## src/rtl/trap_ctrl_pkg.sv

```systemverilog
// Shared types and constants for the trap/interrupt sequencer.
// Also holds the fetch-redirect target helper.
package trap_ctrl_pkg;

    localparam logic [1:0] ST_IDLE     = 2'd0;
    localparam logic [1:0] ST_DRAIN    = 2'd1;
    localparam logic [1:0] ST_COMMIT   = 2'd2;
    localparam logic [1:0] ST_REDIRECT = 2'd3;

    typedef enum logic [1:0] {
        KIND_EXC  = 2'd0,
        KIND_MRET = 2'd1,
        KIND_IRQ  = 2'd2
    } trap_kind_e;

    localparam logic [3:0] CAUSE_EXT = 4'd11;
    localparam logic [3:0] CAUSE_SW  = 4'd3;
    localparam logic [3:0] CAUSE_TMR = 4'd7;
    localparam logic       MCAUSE_IRQ = 1'b1;

    localparam logic [11:0] CSR_MSTATUS = 12'h300;
    localparam logic [11:0] CSR_MIE     = 12'h304;
    localparam logic [11:0] CSR_MTVEC   = 12'h305;
    localparam logic [11:0] CSR_MEPC    = 12'h341;
    localparam logic [11:0] CSR_MCAUSE  = 12'h342;
    localparam logic [11:0] CSR_MIP     = 12'h344;

    // Vectored mode only applies to interrupts; the add wraps silently at 32 bits.
    function automatic logic [31:0] trap_target(input trap_kind_e kind, input logic [3:0] cause,
                                                input logic [31:0] mtvec, input logic [31:0] mepc);
        logic [31:0] base;
        base = {mtvec[31:2], 2'b00};
        if (kind == KIND_MRET)
            return mepc;
        else if (kind == KIND_IRQ && mtvec[1:0] == 2'b01)
            return base + {26'd0, cause, 2'b00};
        else
            return base;
    endfunction

endpackage

```

## src/rtl/trap_ctrl_if.sv

```systemverilog
// CSR-file trap port plus fetch redirect handshake seen by the trap sequencer.
interface trap_ctrl_if;
    logic [2:0]  ctrl_mxip;
    logic        ctrl_mie;
    logic [2:0]  ctrl_mxie;
    logic        ctrl_trap;
    logic        ctrl_mret;
    logic [31:0] trap_pc;
    logic [4:0]  trap_info;
    logic [31:0] csr_mtvec;
    logic [31:0] csr_mepc;
    logic        redirect_valid;
    logic [31:0] redirect_pc;
    logic        redirect_ready;

    modport master (
        output ctrl_mxip, ctrl_trap, ctrl_mret, trap_pc, trap_info, redirect_valid, redirect_pc,
        input  ctrl_mie, ctrl_mxie, csr_mtvec, csr_mepc, redirect_ready
    );

    modport slave (
        input  ctrl_mxip, ctrl_trap, ctrl_mret, trap_pc, trap_info, redirect_valid, redirect_pc,
        output ctrl_mie, ctrl_mxie, csr_mtvec, csr_mepc, redirect_ready
    );
endinterface

```

## src/rtl/trap_ctrl_irq_sync.sv

```systemverilog
// Flop chain that brings raw interrupt levels into the controller clock domain.
module irq_sync #(
    parameter int STAGES = 2,
    parameter int WIDTH  = 3
) (
    input  logic             clk,
    input  logic             srst,
    input  logic [WIDTH-1:0] d_i,
    output logic [WIDTH-1:0] q_o
);

    genvar gi;
    generate
        for (gi = 0; gi < STAGES; gi++) begin : g_stage
            logic [WIDTH-1:0] q;
            if (gi == 0) begin : g_first
                always_ff @(posedge clk) begin
                    if (srst) q <= '0;
                    else      q <= d_i;
                end
            end else begin : g_next
                always_ff @(posedge clk) begin
                    if (srst) q <= '0;
                    else      q <= g_stage[gi-1].q;
                end
            end
        end
    endgenerate

    assign q_o = g_stage[STAGES-1].q;

endmodule

```

## src/rtl/trap_ctrl.sv

```systemverilog
// Trap/interrupt sequencer: arbitrates exception, mret and interrupts, drains the
// pipeline, pulses the CSR commit, then holds a fetch redirect until accepted.
module trap_ctrl
    import trap_ctrl_pkg::*;
#(
    parameter int SYNC_STAGES = 2
) (
    input  logic        ctrl_clk,
    input  logic        ctrl_reset,
    input  logic        irq_ext,
    input  logic        irq_sw,
    input  logic        irq_tmr,
    input  logic        exc_req,
    input  logic [3:0]  exc_code,
    input  logic [31:0] exc_pc,
    input  logic        mret_req,
    input  logic [31:0] cur_pc,
    input  logic        pipe_idle,
    output logic        trap_stall,
    trap_ctrl_if.master csr
);

    logic [1:0]  state_q, state_d;
    trap_kind_e  kind_q, kind_d;
    logic [3:0]  cause_q, cause_d;
    logic [31:0] pc_q, pc_d;
    logic [31:0] rpc_q, rpc_d;

    logic [2:0]  mxip;
    logic [2:0]  pend;
    logic        irq_take;
    logic [3:0]  irq_cause;

    irq_sync #(.STAGES(SYNC_STAGES), .WIDTH(3)) u_irq_sync (
        .clk  (ctrl_clk),
        .srst (ctrl_reset),
        .d_i  ({irq_tmr, irq_sw, irq_ext}),
        .q_o  (mxip)
    );

    assign csr.ctrl_mxip = mxip;
    assign pend      = mxip & csr.ctrl_mxie;
    assign irq_take  = csr.ctrl_mie & (|pend);
    assign irq_cause = pend[0] ? CAUSE_EXT : (pend[1] ? CAUSE_SW : CAUSE_TMR);

    always_comb begin
        state_d = state_q;
        kind_d  = kind_q;
        cause_d = cause_q;
        pc_d    = pc_q;
        rpc_d   = rpc_q;
        case (state_q)
            ST_IDLE: begin
                if (exc_req) begin
                    kind_d  = KIND_EXC;
                    cause_d = exc_code;
                    pc_d    = exc_pc;
                    state_d = ST_DRAIN;
                end else if (mret_req) begin
                    kind_d  = KIND_MRET;
                    cause_d = 4'd0;
                    pc_d    = 32'd0;
                    state_d = ST_DRAIN;
                end else if (irq_take) begin
                    kind_d  = KIND_IRQ;
                    cause_d = irq_cause;
                    pc_d    = cur_pc;
                    state_d = ST_DRAIN;
                end
            end
            ST_DRAIN: begin
                if (pipe_idle) state_d = ST_COMMIT;
            end
            ST_COMMIT: begin
                // Target is frozen here so it stays stable while fetch stalls the handshake.
                rpc_d   = trap_target(kind_q, cause_q, csr.csr_mtvec, csr.csr_mepc);
                state_d = ST_REDIRECT;
            end
            default: begin
                if (csr.redirect_ready) state_d = ST_IDLE;
            end
        endcase
    end

    always_ff @(posedge ctrl_clk) begin
        if (ctrl_reset) begin
            state_q <= ST_IDLE;
            kind_q  <= KIND_EXC;
            cause_q <= 4'd0;
            pc_q    <= 32'd0;
            rpc_q   <= 32'd0;
        end else begin
            state_q <= state_d;
            kind_q  <= kind_d;
            cause_q <= cause_d;
            pc_q    <= pc_d;
            rpc_q   <= rpc_d;
        end
    end

    assign trap_stall         = (state_q != ST_IDLE);
    assign csr.ctrl_trap      = (state_q == ST_COMMIT);
    assign csr.ctrl_mret      = (state_q == ST_COMMIT) && (kind_q == KIND_MRET);
    assign csr.trap_pc        = (state_q == ST_COMMIT && kind_q != KIND_MRET) ? pc_q : 32'd0;
    assign csr.trap_info      = (state_q == ST_COMMIT && kind_q != KIND_MRET) ?
                                {kind_q == KIND_IRQ, cause_q} : 5'd0;
    assign csr.redirect_valid = (state_q == ST_REDIRECT);
    assign csr.redirect_pc    = (state_q == ST_REDIRECT) ? rpc_q : 32'd0;

endmodule

```

## src/flat_wrapper.sv

```systemverilog
// flat-port wrapper written by rule: the top's interface ports become plain ports
module trap_ctrl_flat import trap_ctrl_pkg::*;
#(
    parameter int SYNC_STAGES = 2
)
  (ctrl_clk, ctrl_reset, irq_ext, irq_sw, irq_tmr, exc_req, exc_code, exc_pc, mret_req, cur_pc, pipe_idle, trap_stall, csr_ctrl_mxip, csr_ctrl_trap, csr_ctrl_mret, csr_trap_pc, csr_trap_info, csr_redirect_valid, csr_redirect_pc, csr_ctrl_mie, csr_ctrl_mxie, csr_csr_mtvec, csr_csr_mepc, csr_redirect_ready);
  trap_ctrl_if csr_i ();
  input  logic ctrl_clk;
  input  logic ctrl_reset;
  input  logic irq_ext;
  input  logic irq_sw;
  input  logic irq_tmr;
  input  logic exc_req;
  input  logic [3:0] exc_code;
  input  logic [31:0] exc_pc;
  input  logic mret_req;
  input  logic [31:0] cur_pc;
  input  logic pipe_idle;
  output logic trap_stall;
  output wire logic [$bits(csr_i.ctrl_mxip)-1:0] csr_ctrl_mxip;
  output wire logic [$bits(csr_i.ctrl_trap)-1:0] csr_ctrl_trap;
  output wire logic [$bits(csr_i.ctrl_mret)-1:0] csr_ctrl_mret;
  output wire logic [$bits(csr_i.trap_pc)-1:0] csr_trap_pc;
  output wire logic [$bits(csr_i.trap_info)-1:0] csr_trap_info;
  output wire logic [$bits(csr_i.redirect_valid)-1:0] csr_redirect_valid;
  output wire logic [$bits(csr_i.redirect_pc)-1:0] csr_redirect_pc;
  input wire logic [$bits(csr_i.ctrl_mie)-1:0] csr_ctrl_mie;
  input wire logic [$bits(csr_i.ctrl_mxie)-1:0] csr_ctrl_mxie;
  input wire logic [$bits(csr_i.csr_mtvec)-1:0] csr_csr_mtvec;
  input wire logic [$bits(csr_i.csr_mepc)-1:0] csr_csr_mepc;
  input wire logic [$bits(csr_i.redirect_ready)-1:0] csr_redirect_ready;
  assign csr_ctrl_mxip = csr_i.ctrl_mxip;
  assign csr_ctrl_trap = csr_i.ctrl_trap;
  assign csr_ctrl_mret = csr_i.ctrl_mret;
  assign csr_trap_pc = csr_i.trap_pc;
  assign csr_trap_info = csr_i.trap_info;
  assign csr_redirect_valid = csr_i.redirect_valid;
  assign csr_redirect_pc = csr_i.redirect_pc;
  assign csr_i.ctrl_mie = csr_ctrl_mie;
  assign csr_i.ctrl_mxie = csr_ctrl_mxie;
  assign csr_i.csr_mtvec = csr_csr_mtvec;
  assign csr_i.csr_mepc = csr_csr_mepc;
  assign csr_i.redirect_ready = csr_redirect_ready;
  trap_ctrl #(.SYNC_STAGES(SYNC_STAGES)) u_core (.ctrl_clk(ctrl_clk), .ctrl_reset(ctrl_reset), .irq_ext(irq_ext), .irq_sw(irq_sw), .irq_tmr(irq_tmr), .exc_req(exc_req), .exc_code(exc_code), .exc_pc(exc_pc), .mret_req(mret_req), .cur_pc(cur_pc), .pipe_idle(pipe_idle), .trap_stall(trap_stall), .csr(csr_i));
endmodule
```

## config.mk

```make
export PLATFORM = sky130hd
export DESIGN_NAME = trap_ctrl_flat
export DESIGN_NICKNAME = d
export VERILOG_FILES = /design/src/rtl/trap_ctrl_pkg.sv /design/src/rtl/trap_ctrl_if.sv /design/src/rtl/trap_ctrl_irq_sync.sv /design/src/rtl/trap_ctrl.sv /design/src/flat_wrapper.sv
export SDC_FILE = /design/constraint.sdc
export NUM_CORES = 1
export LEC_CHECK = 0
export CORE_MARGIN = 4
export CORE_UTILIZATION = 45
export CTS_BUF_LIST = sky130_fd_sc_hd__clkbuf_4 sky130_fd_sc_hd__clkbuf_8
export DETAILED_ROUTE_END_ITERATION = 7
export PLACE_DENSITY = 0.88
export SETUP_SLACK_MARGIN = 0.2
export SLEW_MARGIN = 20
export SYNTH_ARGS = -nofsm -noshare
export SYNTH_HDL_FRONTEND = slang
export SYNTH_HIERARCHICAL = 1
export SYNTH_SLANG_ARGS = --single-unit
```

## constraint.sdc

```tcl
create_clock -name ctrl_clk -period 5.1 [get_ports ctrl_clk]
set_input_delay 0.765 -clock ctrl_clk [delete_from_list [all_inputs] [get_ports ctrl_clk]]
set_output_delay 0.765 -clock ctrl_clk [all_outputs]
set_load 0.05 [all_outputs]
```

---- Word-level counts from Yosys, hierarchy flattened ----
Index checks and enable logic that the tools add are counted.
W data, S select, Z words.
storage, ports and cells
  flip-flop bits (word level) ............. 78
  bits of input ports ..................... 145
  logic and storage cells ................. 51
cells by class
  $add $sub $neg .......................... 1
  equality and inequality tests ........... 9
  mux-type cells .......................... 22
  bitwise operators ....................... 2
  reductions and logical operators ........ 10
operators with widths
  kind                  count
  $mux W32              7
  $add A32 B6 Y32       1
  $mux W2               8
  $mux W4               4
  $eq A2 B1 Y1 const B  3
  $eq A2 B2 Y1 const B  3
  $pmux W2 S3           1
  $mux W5               1
  $ne A4 B3 Y1 const B  1
  $reduce_bool A4 Y1    1
  $and A3 B3 Y3         1
  $logic_and A1 B1 Y1   3
  $mux W3               1
  $reduce_and A3 Y1     1
  $reduce_bool A3 Y1    1
  $reduce_or A3 Y1      1
  $logic_not A2 Y1      1
  $ne A2 B1 Y1 const B  1
  $ne A2 B2 Y1 const B  1
  $reduce_and A2 Y1     1
  $reduce_bool A2 Y1    1
  $and A1 B1 Y1         1

---- Logic depth before layout (Yosys ltp) ----
  depth in word-level cells ............... 7
  gate-level depth with buffers ........... 8
  depth with buffers taken out ............ 7

---- Hierarchy ----
Netlist, hierarchy kept.
modules (own cells, without submodules)
  module     times used  cells each  area an instance (sq um)
  trap_ctrl  1           532         4,297.9
  irq_sync   1           12          157.7

---- Least setup slack after synthesis ----
Ideal clock, no wire load.
  path type ............................... reg-to-output
  start point ............................. register u_core.state_q[0]
  end point ............................... output csr_trap_info[4]
  data arrival time ....................... 2,923 ps
  required time ........................... 4,335 ps
  slack ................................... 1,412 ps
  cell stages (with the launch flop) ...... 8
  cell sequence ........................... dfxtp_1 inv_1 ha_1 clkbuf_1 inv_1 clkbuf_1 buf_1 nor3b_1
between the ends
  word-level cells in the longest chain between the ends .. 3
ends and longest elaborated chain
  item                     RTL line            RTL
  start, declared          trap_ctrl.sv:23     logic [1:0] state_q, state_d;
  start signal, assigned   trap_ctrl.sv:93     state_q <= state_d;
  $eq A2 B2 Y1             -
  named net csr_ctrl_trap  flat_wrapper.sv:21  output wire logic [$bits(csr_i.ctrl_trap)-1:0] csr_ctrl_trap;
  $logic_and A1 B1 Y1      trap_ctrl.sv:105    assign csr.trap_info = (state_q == ST_COMMIT && kind_q != KIND_MRET) ?
  $mux W5                  trap_ctrl.sv:105
  end, declared            flat_wrapper.sv:24  output wire logic [$bits(csr_i.trap_info)-1:0] csr_trap_info;
The timed path passes the listed nets, and every way through them passes these cells.

---- Worst setup path in the final report ----
  start point ............................. register u_core.state_q[0]
  end point ............................... output csr_trap_info[3]
between the ends
  word-level cells in the longest chain between the ends .. 3
ends and longest elaborated chain
  item                 RTL line
  $eq A2 B2 Y1         trap_ctrl.sv:105
  $logic_and A1 B1 Y1  trap_ctrl.sv:105
  $mux W5              trap_ctrl.sv:105
Every way passes these cells.

==> impl_metrics.yaml <==
routing:
  ant_nets: 0
  post_drt_via_cell_ratio: 5.604
  drc_errors: 0
  first_iter_violations: 206
  via_count: 4892
  avgRoutedWirePerCell_um: 17.40
  drt-pass1-iter-count: 5
  routed_wl_mm: 15.19
pwr:
  p_per_area_nw_per_um2: 345.5
  switchingPower_w: 0.0009762
  switching_share_pct: 41.11
  comb_power_share_pct: 45.5
  clock_power_share_pct: 18.0
  internal-power_w: 0.001399
  seqPwrFrac_pct: 36.5
  p_leak_nw: 2.472
  vdd_drop_max_v: 0.0002199
yosys:
  synth.area.top_cells: "dfxtp_1 (35%), a22oi_1 (10%), and2_1 (10%), a211oi_1 (6.2%), nor2_1 (4.7%)"
  yosys.area.top_type: "dfxtp_1"
  yosysMostFrequentCell: "dfxtp_1"
  ys_top_cells_by_count: "dfxtp_1 (78), and2_1 (71), a22oi_1 (60)"
  synth_edf_count: 0
  synth_warnings: 6
  avgSynthCellArea_um2: 8.190
  ys.flop_type: "dfxtp_1"
  synth.ff_latch_count: 78
  synth_top_area_share_pct: 35.05
  syn-num-nets: 698
  netlist_area_um2: 4456
  syn_inst: 544
  yosysSeqAreaShare_pct: 35.05
  ys_types: 48
  ys_async_sr_fraction_pct: 0
timing:
  fin_crit_sh_pct: 72.47
  setup_viol: 0
  final.setup.tns_ns: 0
  max_freq_mhz: 270.6
  maxSlewViolCount: 0
  hold_slack_ns: 0.4507
  hold_viol_final: 0
  rsz0062_at_grt: "no"
  clock_skew_ns: 0.01395
  tightest_slew_ns: 0.9897
  period_minus_slack_ns: 3.696
  relSlewSlack_pct: 34.02
layout:
  n_antenna_cell: 0
  finalNetCount: 889
  finalNonFillerCells: 873
  fin_util_pct: 70.65
  final_layout_size_suffix_gt1_share_pct: 4.324
  syn2layout_area_growth_pct: 54.28
  design_area_um2: 6874
clock_tree:
  clock-root-buffer: "clkbuf_8"
  cts_buffer_depth: 2
  cts_setup_buffers: 0
  hold_buffers: 0
  cts.sinks: 78
  cts_buffers: 9
  clk_pin_slew_ns: 0.08
  cts_resized: 0
  clkLatencyLatePin_ns: 0.34
  cts_tree: "built"
  h-tree-depth: 3
place:
  placed_cells: 857
  gp_congestion: 0.8624
  dp_hpwl_mm: 11.42
  place_area_um2: 6695
  portBuffers: 220
die:
  die_h_um: 107.5
  io_pins: 221
  die_area_um2: 11560
  initial_core_util_pct: 45.79
  rows: 36
  coreArea_um2: 9729
  die_x_um: 107.5
setup_path:
  path_depth: 6
  path_buf_inv: 3
  rrSetupSlack_ns: 2.76
  path_common_cell: "inv_1"
  reg2reg_depth: 7
  start_kind: "register"
  required_ns: 4.34
  crit_chain: "inv_1 > ha_1 > inv_1 > nor2_4 > and2_1 > clkdlybuf4s50_1"
  slowest_delay_ns: 0.82
  worst_setup_path_end_kind: "output port"
  r2r-start: "u_core/cause_q[0]"
  path_delay_family: "buffers and inverters"
  worstSetupEndpoint: "csr_trap_info[3]"
  critical_path_arrival_ns: 2.93
  crit_type: "reg2out"
  worstPathMaxFanout: 37
  critPathLaunch: "u_core/state_q[0]"
  worstReg2RegEnd: "u_core/rpc_q[20]"
  crit_slowest_cell: "clkdlybuf4s50_1"
global_routing:
  grt_max_degree: 83
  grt_overflow: 0
  grt_first_pass_wirelength_mm: 23.69
  grt_usage_pct: 25.36
  first_global_vias: 4906
  antenna_found_initial: 0
job:
  drv_cap: 0
run_status:
  outcome: "finished, final reports clean"
min_path:
  min_path_type: "reg2reg"
[kinds of logic (layout without fill, tap and decap cells)]
group	count (synthesis)	after routing	share of synthesized area, %
DFF	78	78	35.05
xor gates and xnor gates	15	15	2.948
adders and majority gates	9	9	2.696
and+or+nand+nor	211	211	26.51
buffers and inverters	59	255	5.139
muxes	6	6	1.348
AOI/OAI and AO/OA	166	166	26.31
[how the worst min path moves through the flow]
stage	start	to	slack [ns]	cells after the start
floorplan	u_core/u_irq_sync/g_stage[0].q[0]	u_core/u_irq_sync/q_o[0]	0.41	1
global placement	u_core/u_irq_sync/g_stage[0].q[2]	u_core/u_irq_sync/q_o[2]	0.44	1
detailed placement	u_core/u_irq_sync/g_stage[0].q[2]	u_core/u_irq_sync/q_o[2]	0.44	1
CTS	u_core/u_irq_sync/g_stage[0].q[2]	u_core/u_irq_sync/q_o[2]	0.45	1
global route	u_core/u_irq_sync/g_stage[0].q[2]	u_core/u_irq_sync/q_o[2]	0.47	1
finish	u_core/u_irq_sync/g_stage[0].q[0]	u_core/u_irq_sync/q_o[0]	0.45	1
[worst reg2reg max path: cells and delay by family, from the launching register on]
| kind | cells | cell delay (ns) |
|---|---|---|
| flops | 1 | 0.34 |
| simple gates | 2 | 0.52 |
| fa+ha+maj | 2 | 0.62 |
| compound gates | 3 | 0.71 |
[cell usage in the layout, fill, tap and decap left out, types with 2 or more instances in the layout]
cell type / count
and4_1: 4
clkbuf_8: 10
nand2_1: 13
o22ai_1: 12
nand2b_1: 2
clkdlybuf4s50_1: 219
buf_4: 6
nor4_1: 7
or3_1: 3
a211oi_1: 37
clkinv_2: 2
mux2i_1: 6
xnor2_1: 4
nand3b_1: 3
ha_1: 8
a31oi_1: 2
inv_1: 12
clkinvlp_4: 2
o21ai_0: 16
nor3_1: 9
o22a_1: 3
o31a_1: 6
nor2b_1: 6
nor2_1: 54
xor2_1: 11
a21oi_1: 21
and2_1: 70
a22oi_1: 60
nand3_1: 12
and3_1: 8
nand4_1: 8
dfxtp_1: 78
o211ai_1: 3
[state kept, by name, indices dropped and copies added (netlist names)]
register / cells
u_core/rpc_q: 32
u_core/u_irq_sync/g_stage.q: 3
u_core/cause_q: 4
u_core/u_irq_sync/q_o: 3
u_core/kind_q: 2
u_core/state_q: 2
u_core/pc_q: 32
[final cells by class]
cell class              count  area [um2]
flip-flops and latches     78        1562
clock buffers              11       145.1
multi-input cells         407        2676
repair buffers            226        2242
inverters                  13       48.80
fillers                   801        2855
clock inverters             5       33.78
well taps                 133       166.4
[power groups by stage]
stage	sequential, W	combinational [W]	clock (W)
CTS	0.000863	0.00108	0.000435
global placement	0.000866	0.00103	0
floorplan	0.000846	0.000733	0
finish	0.000867	0.00108	0.000427
detailed placement	0.000875	0.00107	0
global route	0.000881	0.00118	0.000461
[metrics by stage]
stage | setup slack [ns] | power, W
after floorplan | 1.412 | 0.001579
final | 1.404 | 0.002375
after CTS | 1.352 | 0.002379
after global routing | 1.156 | 0.002524
after global placement | 1.690 | 0.001900
after detailed placement | 1.542 | 0.001949
[routing by layer]
metal,track usage (%),vias to the layer above,wire (um)
met3,7.079,19,1336
met1,29.10,2292,5983
met5,0,-,0
met2,45.83,214,7671
met4,7.033,0,203
li1,-,2367,-
Note: power is estimated with default switching activity, not from simulation.
